==> src/rtl/fsb8_arb_if.sv <==
// FSB8 arbiter bus bundle: request/lock/transfer-complete inputs and the
// registered grant outputs. Requesters drive through 'master'; the arbiter
// consumes through 'slave'.
interface fsb8_arb_if;
  logic [2:0] req;        // bit 0 = CPU, bit 1 = DMA, bit 2 = debug
  logic [2:0] lock;       // hold ownership across a burst
  logic       xfer_done;  // single-cycle hready pulse from the FSB8 bridge
  logic [2:0] grant;      // one-hot owner, or zero
  logic [1:0] gnt_id;     // encoded owner, 2'b11 when none
  logic       gnt_valid;  // high exactly when grant is non-zero
  logic       timeout;    // single-cycle pulse: owner revoked by watchdog

  modport master (
    output req, lock, xfer_done,
    input  grant, gnt_id, gnt_valid, timeout
  );

  modport slave (
    input  req, lock, xfer_done,
    output grant, gnt_id, gnt_valid, timeout
  );
endinterface

==> src/rtl/fsb8_arb.sv <==
// FSB8 bridge arbiter: three requesters, round-robin selection, optional
// burst lock, one-cycle turnaround between owners and a watchdog that
// revokes an owner that never completes a transfer.
module fsb8_arb #(
  parameter int unsigned TMO_CYCLES = 255  // watchdog limit, 2..255 cycles
) (
  input logic       hclk,
  input logic       hreset,
  fsb8_arb_if.slave bus
);

  localparam logic [1:0] IDLE     = 2'b00;
  localparam logic [1:0] OWN      = 2'b01;
  localparam logic [1:0] REL      = 2'b10;
  localparam logic [1:0] NO_OWNER = 2'b11;

  // The counter value seen in the cycle whose edge would make it reach the
  // limit; revoking on that edge drops grant exactly TMO_CYCLES after it rose.
  localparam logic [7:0] WDOG_LAST = 8'(TMO_CYCLES - 1);

  logic [1:0] state;
  logic [1:0] state_nxt;
  logic [1:0] last_owner;
  logic [7:0] wdog;
  logic [2:0] grant_q;
  logic [1:0] gnt_id_q;
  logic       gnt_valid_q;
  logic       timeout_q;
  logic [1:0] winner;
  logic       owner_req;
  logic       owner_lock;
  logic       wdog_hit;
  logic       tmo_fire;

  // Round-robin pick: search starts one past the previous owner and wraps,
  // so the previous owner is considered last.
  function automatic logic [1:0] rr_pick(input logic [2:0] r, input logic [1:0] last);
    logic [1:0] idx;
    logic [1:0] pick;
    pick = NO_OWNER;
    idx  = last;
    for (int i = 0; i < 3; i++) begin
      idx = (idx == 2'd2) ? 2'd0 : idx + 2'd1;
      if (pick == NO_OWNER && r[idx]) pick = idx;
    end
    return pick;
  endfunction

  assign winner     = rr_pick(bus.req, last_owner);
  // grant is one-hot while owning, so masking with it selects the owner's bit
  assign owner_req  = |(bus.req & grant_q);
  assign owner_lock = |(bus.lock & grant_q);
  assign wdog_hit   = (wdog >= WDOG_LAST);

  // Next-state decision; xfer_done outranks abandonment and the watchdog.
  always_comb begin
    // NOTE: every output of this block gets a default first, so no path can
    // leave it unassigned and infer a latch.
    state_nxt = state;
    tmo_fire  = 1'b0;
    case (state)
      IDLE: if (|bus.req) state_nxt = OWN;
      OWN: begin
        if (bus.xfer_done) begin
          if (!owner_lock) state_nxt = REL;
        end else if (!owner_req && !owner_lock) begin
          state_nxt = REL;
        end else if (wdog_hit) begin
          state_nxt = REL;
          tmo_fire  = 1'b1;
        end
      end
      REL:     state_nxt = (|bus.req) ? OWN : IDLE;
      default: state_nxt = IDLE;
    endcase
  end

  // State, registered grant outputs, watchdog and round-robin pointer.
  always_ff @(posedge hclk or posedge hreset) begin
    // NOTE: non-blocking assignments so every register here samples the
    // pre-edge values, independent of statement order.
    if (hreset) begin
      state       <= IDLE;
      grant_q     <= 3'b000;
      gnt_id_q    <= NO_OWNER;
      gnt_valid_q <= 1'b0;
      timeout_q   <= 1'b0;
      wdog        <= 8'd0;
      last_owner  <= 2'd2;
    end else begin
      state     <= state_nxt;
      timeout_q <= tmo_fire;
      if (state != OWN && state_nxt == OWN) begin
        grant_q     <= 3'b001 << winner;
        gnt_id_q    <= winner;
        gnt_valid_q <= 1'b1;
        wdog        <= 8'd0;
      end else if (state == OWN && state_nxt == REL) begin
        grant_q     <= 3'b000;
        gnt_id_q    <= NO_OWNER;
        gnt_valid_q <= 1'b0;
        wdog        <= 8'd0;
        last_owner  <= gnt_id_q;
      end else if (state == OWN) begin
        if (bus.xfer_done)      wdog <= 8'd0;
        else if (wdog != 8'hFF) wdog <= wdog + 8'd1;
      end
    end
  end

  assign bus.grant     = grant_q;
  assign bus.gnt_id    = gnt_id_q;
  assign bus.gnt_valid = gnt_valid_q;
  assign bus.timeout   = timeout_q;

endmodule

==> src/flat_wrapper.sv <==
// flat-port wrapper written by rule: the top's interface ports become plain ports
module fsb8_arb_flat 
#(
  parameter int unsigned TMO_CYCLES = 255                                  
)
  (hclk, hreset, bus_req, bus_lock, bus_xfer_done, bus_grant, bus_gnt_id, bus_gnt_valid, bus_timeout);
  fsb8_arb_if bus_i ();
  input logic hclk;
  input logic hreset;
  input wire logic [$bits(bus_i.req)-1:0] bus_req;
  input wire logic [$bits(bus_i.lock)-1:0] bus_lock;
  input wire logic [$bits(bus_i.xfer_done)-1:0] bus_xfer_done;
  output wire logic [$bits(bus_i.grant)-1:0] bus_grant;
  output wire logic [$bits(bus_i.gnt_id)-1:0] bus_gnt_id;
  output wire logic [$bits(bus_i.gnt_valid)-1:0] bus_gnt_valid;
  output wire logic [$bits(bus_i.timeout)-1:0] bus_timeout;
  assign bus_i.req = bus_req;
  assign bus_i.lock = bus_lock;
  assign bus_i.xfer_done = bus_xfer_done;
  assign bus_grant = bus_i.grant;
  assign bus_gnt_id = bus_i.gnt_id;
  assign bus_gnt_valid = bus_i.gnt_valid;
  assign bus_timeout = bus_i.timeout;
  fsb8_arb #(.TMO_CYCLES(TMO_CYCLES)) u_core (.hclk(hclk), .hreset(hreset), .bus(bus_i));
endmodule
==> config.mk <==
export PLATFORM = sky130hd
export DESIGN_NAME = fsb8_arb_flat
export DESIGN_NICKNAME = d
export VERILOG_FILES = /design/src/rtl/fsb8_arb_if.sv /design/src/rtl/fsb8_arb.sv /design/src/flat_wrapper.sv
export SDC_FILE = /design/constraint.sdc
export NUM_CORES = 1
export LEC_CHECK = 0
export CORE_MARGIN = 2
export CORE_UTILIZATION = 47
export DETAILED_ROUTE_END_ITERATION = 16
export PLACE_DENSITY = 0.81
export SLEW_MARGIN = 20
export SYNTH_ARGS = -nofsm -noshare
export SYNTH_HDL_FRONTEND = slang
export SYNTH_SLANG_ARGS = --single-unit
==> constraint.sdc <==
create_clock -name hclk -period 1.5 [get_ports hclk]
set_input_delay 0.45 -clock hclk [delete_from_list [all_inputs] [get_ports hclk]]
set_output_delay 0.45 -clock hclk [all_outputs]
set_load 0.01 [all_outputs]
# Yosys cells after proc, flatten, opt, wreduce, memory -nomap -nowiden
# Cells that the tools add are included.
totals:
  reg_bits: 19
  latch_bits: 0
  ram_bits: 0
  romBits: 0
  mem_count: 0
classes:
  n_addsub: 4
  multipliers: 0
  div_mod_pow: 0
  magnitude_cmp: 4
  eq_ne: 11
  n_shift: 1
  mux: 34
  bitwise: 3
  n_reduce_logical: 16
op_table:
  columns: ["cell", "count"]
  rows:
  - ["$mux 8", 5]
  - ["$mux 2", 13]
  - ["$eq 2x2->1 const B", 7]
  - ["$mux 1", 10]
  - ["$lt 2x3->1 const B", 3]
  - ["$reduce_or 3->1", 3]
  - ["$add 8x1->8 const B", 1]
  - ["$ge 8x8->1 const B", 1]
  - ["$ne 8x8->1 const B", 1]
  - ["$add 2x1->2 const B", 3]
  - ["$and 3x3->3", 2]
  - ["$bmux 1 s2", 3]
  - ["$mux 3", 2]
  - ["$pmux 2 s3", 1]
  - ["$logic_and 1x1->1", 5]
  - ["$eq 2x1->1 const B", 2]
  - ["$reduce_and 2->1", 2]
  - ["$reduce_bool 4->1", 1]
  - ["$reduce_bool 3->1", 1]
  - ["$shl 1x2->3 const A", 1]
  - ["$logic_not 1->1", 2]
  - ["$logic_not 2->1", 1]
  - ["$ne 2x1->1 const B", 1]
  - ["$reduce_bool 2->1", 1]
  - ["$not 1->1", 1]

# Depth between registers and ports, before layout
depth:
  word_depth: 13
  depth_mapped: 7
  depth_no_buf: 6

# Worst setup path after synthesis
# OpenSTA, ideal clock, no wires.
synth_path:
  path_kind: "input to register"
  startpoint: "input port bus_lock[2]"
  endpoint: "register u_core.last_owner[0]"
  setup_ns: 0.125
  arrival_time_ns: 1.564
  t_required_ns: 1.375
  path_slack_ns: -0.189
  cell_stages: 4
  path_buffers: 0
  cell_sequence: "a222oi_1 > o21ai_2 > a21oi_4 > mux2_4"
synth_via:
  elab_chain_cells: 11
  elab_cells_between_ends: 14
synth_lines:
  columns: ["item", "line_no", "source"]
  rows:
  - ["start: declaration", "flat_wrapper.sv:11", "input wire logic [$bits(bus_i.lock)-1:0] bus_lock;"]
  - ["$and 3x3->3 *", "fsb8_arb.sv:52", "assign owner_lock = |(bus.lock & grant_q);"]
  - ["$reduce_or 3->1 *", "fsb8_arb.sv:52", null]
  - ["$logic_not 1->1", null, null]
  - ["$logic_and 1x1->1", "fsb8_arb.sv:66", "end else if (!owner_req && !owner_lock) begin"]
  - ["$mux 2", "fsb8_arb.sv:66", null]
  - ["$mux 2 *", "fsb8_arb.sv:64", "if (bus.xfer_done) begin"]
  - ["$pmux 2 s3 *", "fsb8_arb.sv:61", "case (state)"]
  - ["$eq 2x1->1", "fsb8_arb.sv:93", "if (state != OWN && state_nxt == OWN) begin"]
  - ["$logic_and 1x1->1", "fsb8_arb.sv:93", null]
  - ["$not 1->1 (no line)", null, null]
  - ["$reduce_and 2->1 (no line) *", null, null]
  - ["end signal: assignment", "fsb8_arb.sv:103", "last_owner <= gnt_id_q;"]
  - ["end: declaration", "fsb8_arb.sv:23", "logic [1:0] last_owner;"]
# Every way passes the cells marked *; elsewhere a longest branch is shown, timed or not.
# A chain may end at the register's enable or synchronous reset.

# Final worst setup path
layout_path:
  startpoint: "register u_core.grant_q[2], in the netlist u_core.bus.grant[2]"
  endpoint: "register u_core.last_owner[0]"
layout_via:
  elab_chain_cells: 11
  elab_cells_between_ends: 17
layout_lines:
  columns: ["item", "line_no", "source"]
  rows:
  - ["start: declaration", "fsb8_arb.sv:25", "logic [2:0] grant_q;"]
  - ["start signal: assignment", "fsb8_arb.sv:94", "grant_q <= 3'b001 << winner;"]
  - ["$and 3x3->3, on equally long branches", "fsb8_arb.sv:51, fsb8_arb.sv:52", null]
  - ["$reduce_or 3->1, on equally long branches", "fsb8_arb.sv:51, fsb8_arb.sv:52", null]
  - ["$logic_not 1->1, on equally long branches", null, null]
  - ["$logic_and 1x1->1", "fsb8_arb.sv:66", null]
  - ["$mux 2", "fsb8_arb.sv:66", null]
  - ["$mux 2 *", "fsb8_arb.sv:64", null]
  - ["$pmux 2 s3 *", "fsb8_arb.sv:61", null]
  - ["$eq 2x1->1", "fsb8_arb.sv:93", null]
  - ["$logic_and 1x1->1", "fsb8_arb.sv:93", null]
  - ["$not 1->1 (no line)", null, null]
  - ["$reduce_and 2->1 (no line) *", null, null]
# Marked as above.

==> flow_summary.json <==
{
  "netlist_instances": 105,
  "power_density_nw_per_um2": 1570,
  "drt_wl_total_um": 3090,
  "slew_violations": 0,
  "setup_tns_ns": -2.94,
  "synth_area_per_cell_um2": 10.3,
  "grt_pass1_wl_um": 4950,
  "syn_area_um2": 1080,
  "synth_compound_area_frac": 0.246,
  "fin_cells": 191,
  "rows": 17,
  "outcome": "finished, violations left",
  "timing.rr.end": "u_core.last_owner[0]",
  "die-area_um2": 2690,
  "hold_viol": 0,
  "gp_congestion": 0.889,
  "yosysWarnings": 0,
  "start_util": 0.492,
  "remaining_drc_errors": 0,
  "synth_xor_area_frac": 0,
  "cp_top_family": "compound AO/OA/AOI/OAI gates",
  "synth_fa_ha_area_frac": 0.0232,
  "fp.coreArea_um2": 2190,
  "rsz0062_at_grt": "yes",
  "ys_types": 41,
  "clk_latency_ns": 0.29,
  "tightest_slew_ns": 0.490,
  "holdWs_ns": 0.497,
  "path_clk_slew_ns": 0.11,
  "fillerInstances": 150,
  "finalCriticalPeriod_ns": 1.74,
  "grt_max_degree": 20,
  "cts_tree": "yes",
  "io_buffer_count": 15,
  "finalWorstSetupSlack_ns": -0.238,
  "final_util": 0.760,
  "irDropWorstVdd_uv": 1330,
  "grt_antenna_before_repair": 0,
  "gr-total-overflow": 0,
  "dp_hpwl_um": 2020,
  "synth-simple-area-share": 0.217,
  "dpl.cell_count": 180,
  "rr_startpoint": "u_core.bus.grant[2]",
  "drt_iter0_markers": 34,
  "ys_seq_elements": 19,
  "via_per_inst": 5.67,
  "yosysTopAreaCell": "dfrtp_1",
  "r2r_slack_ns": -0.24,
  "startpoint": "u_core.bus.grant[2]",
  "grt_pass1_vias": 1083,
  "synth_top_family_by_area": "compound AO/OA/AOI/OAI gates",
  "cts_max_level": 1,
  "start_kind": "flop",
  "track_usage": 0.251,
  "synth_top_cell_area_share": 0.371,
  "finalSetupViolCount": 17,
  "postCtsHoldBufs": 0,
  "yosysSeqAreaShare": 0.444,
  "worstPathRequired_ns": 1.69,
  "cp.depth": 5,
  "cts_root_buf": "clkbuf_4",
  "drive_above_1_share": 0.466,
  "fin_worst_skew_ns": 0.00430,
  "violations": "setup timing",
  "critical-path-slowest-cell": "dfrtp_1",
  "fin_crit_sh": 1.16,
  "wire_per_inst_um": 16.2,
  "die_y_um": 51.9,
  "first_pass_iters": 4,
  "cp-endpoint": "u_core.last_owner[0]",
  "vias": 1083,
  "total_power_mw": 2.61,
  "fmax_mhz": 575,
  "antennaDiodeCount": 0,
  "slew_headroom": 0.673,
  "area_growth_pct": 54.4,
  "die_w_um": 51.9,
  "cp_max_fo": 7,
  "hold_class": "in2async",
  "leakage_nw": 0.770,
  "detail-route-antenna-nets": 0,
  "clkSinkCount": 19,
  "r2r_cells": 5,
  "ioPinCount": 16,
  "synth_fp_nets": 116,
  "synthTopCellsByArea": "dfrtp_1 37%, dfstp_2 7.3%, nand2_1 3.8%, a211oi_1 2.8%, mux2_4 2.8%",
  "cp_num_buf_inv": 1,
  "nets": 175,
  "path_cells": "a222oi_1 -> buf_4 -> o21ai_2 -> a21oi_4 -> mux2_4",
  "cp.arrival_ns": 1.93,
  "max_cap_viol_count": 0,
  "cts_buffers": 3,
  "cp-end-kind": "flop",
  "muxShareOfSynthArea": 0.0371,
  "clk_path_buf_depth": 2,
  "cpPeakStageDelay_ns": 0.43,
  "crit_type": "reg2reg"
}
==> worst register-to-register path, delay by kind of cell, from the launching register on <==
family | cells | cell delay (ns)
AOI/OAI and AO/OA | 3 | 0.70
buffers and inverters | 1 | 0.18
DFF | 1 | 0.43
muxes | 1 | 0.33
==> cell usage after synthesis (all sizes together) <==
master,n
dfrtp,16
nand2,11
nor2,7
a211oi,6
nand3,6
a21oi,4
a31oi,4
inv,4
o21ai,4
dfstp,3
nor3,3
or3,3
a222oi,2
and2b,2
buf,2
ha,2
mux2,2
nand2b,2
nor2b,2
nor4,2
o22ai,2
o31a,2
or4,2
a21o,1
a2bb2oi,1
a41o,1
a41oi,1
and3,1
and4,1
clkbuf,1
mux2i,1
o211a,1
o21a,1
o41ai,1
or2,1
==> layout by cell type, fill, tap and decap left out, types with 2 or more instances in the layout <==
master / instances
nor2b_1: 2
mux2_4: 2
buf_2: 3
dfrtp_2: 2
a31oi_1: 4
dlygate4sd2_1: 8
a222oi_1: 2
o31a_1: 2
o21ai_1: 2
a211oi_2: 5
dfstp_2: 3
clkdlybuf4s50_1: 2
nand2b_1: 2
a21oi_1: 3
nor3_1: 2
inv_1: 4
buf_4: 39
nand3_2: 3
nand3_1: 2
dfrtp_1: 14
nand2_1: 11
nor2_1: 6
o22ai_1: 2
or3_1: 3
or4_1: 2
clkbuf_4: 3
==> power breakdown <==
group          switching [mW]  total, mW  internal [mW]
Combinational           0.709       1.54          0.829
Sequential              0.128      0.814          0.686
Clock                   0.161      0.260         0.0991
Total                   0.998       2.61           1.61
==> stage by stage <==
step | area [µm²] | setup slack (ns)
6_report | 1670 | -0.238
5_1_grt | 1670 | -0.301
4_1_cts | 1620 | -0.232
3_5_place_dp | 1560 | -0.689
3_3_place_gp | 1560 | -0.630
2_1_floorplan | 1120 | -0.158
==> worst min path at each step <==
stage,from,endpoint,slack (ns),cells past startpoint
finish,hreset,u_core.bus.gnt_valid,0.50,3
global placement,u_core.bus.gnt_valid,u_core.bus.gnt_valid,0.50,2
floorplan,hreset,u_core.bus.gnt_valid,0.40,1
detailed placement,u_core.bus.gnt_valid,u_core.bus.gnt_valid,0.51,2
CTS,hreset,u_core.bus.gnt_valid,0.50,3
global route,hreset,u_core.bus.gnt_valid,0.50,3
==> routing by layer <==
metal,part of all wire,vias to the layer above,GRT usage
met5,0,-,0
met4,0.024,0,0.0877
met3,0.027,6,0.0374
met2,0.48,17,0.405
met1,0.47,538,0.342
li1,-,522,-
==> registers in the layout, summed over array words and instances, names as in the netlist <==
name / flops
u_core.bus.timeout: 1
u_core.last_owner: 2
u_core.bus.grant: 3
u_core.state: 2
u_core.wdog: 8
u_core.bus.gnt_id: 2
u_core.bus.gnt_valid: 1
==> cell families (layout without fill, tap and decap cells) <==
family / count (synthesis) / after routing
muxes: 3 / 3
and+or+nand+nor: 43 / 43
DFF: 19 / 19
buffers and inverters: 7 / 64
adders and majority gates: 2 / 2
AOI/OAI and AO/OA: 31 / 32
==> what timing repair did <==
item                       CTS  global route
hold endpoints to repair     0             0
setup endpoints to repair   25            19
resized for setup           24             6
cloned                       1             0
buffers inserted             4             3
pin swaps                    5             3
==> final cells by class <==
cell class                      count  area [µm²]  area share
Clock buffer                        3        22.5      0.0135
Clock inverter                      1        5.00     0.00301
Multi-Input combinational cell     80         654       0.393
Timing Repair Buffer               56         452       0.271
Tap cell                           28        35.0      0.0210
Sequential cell                    19         482       0.289
Inverter                            4        15.0     0.00902
(Power assumes the default switching activity.)
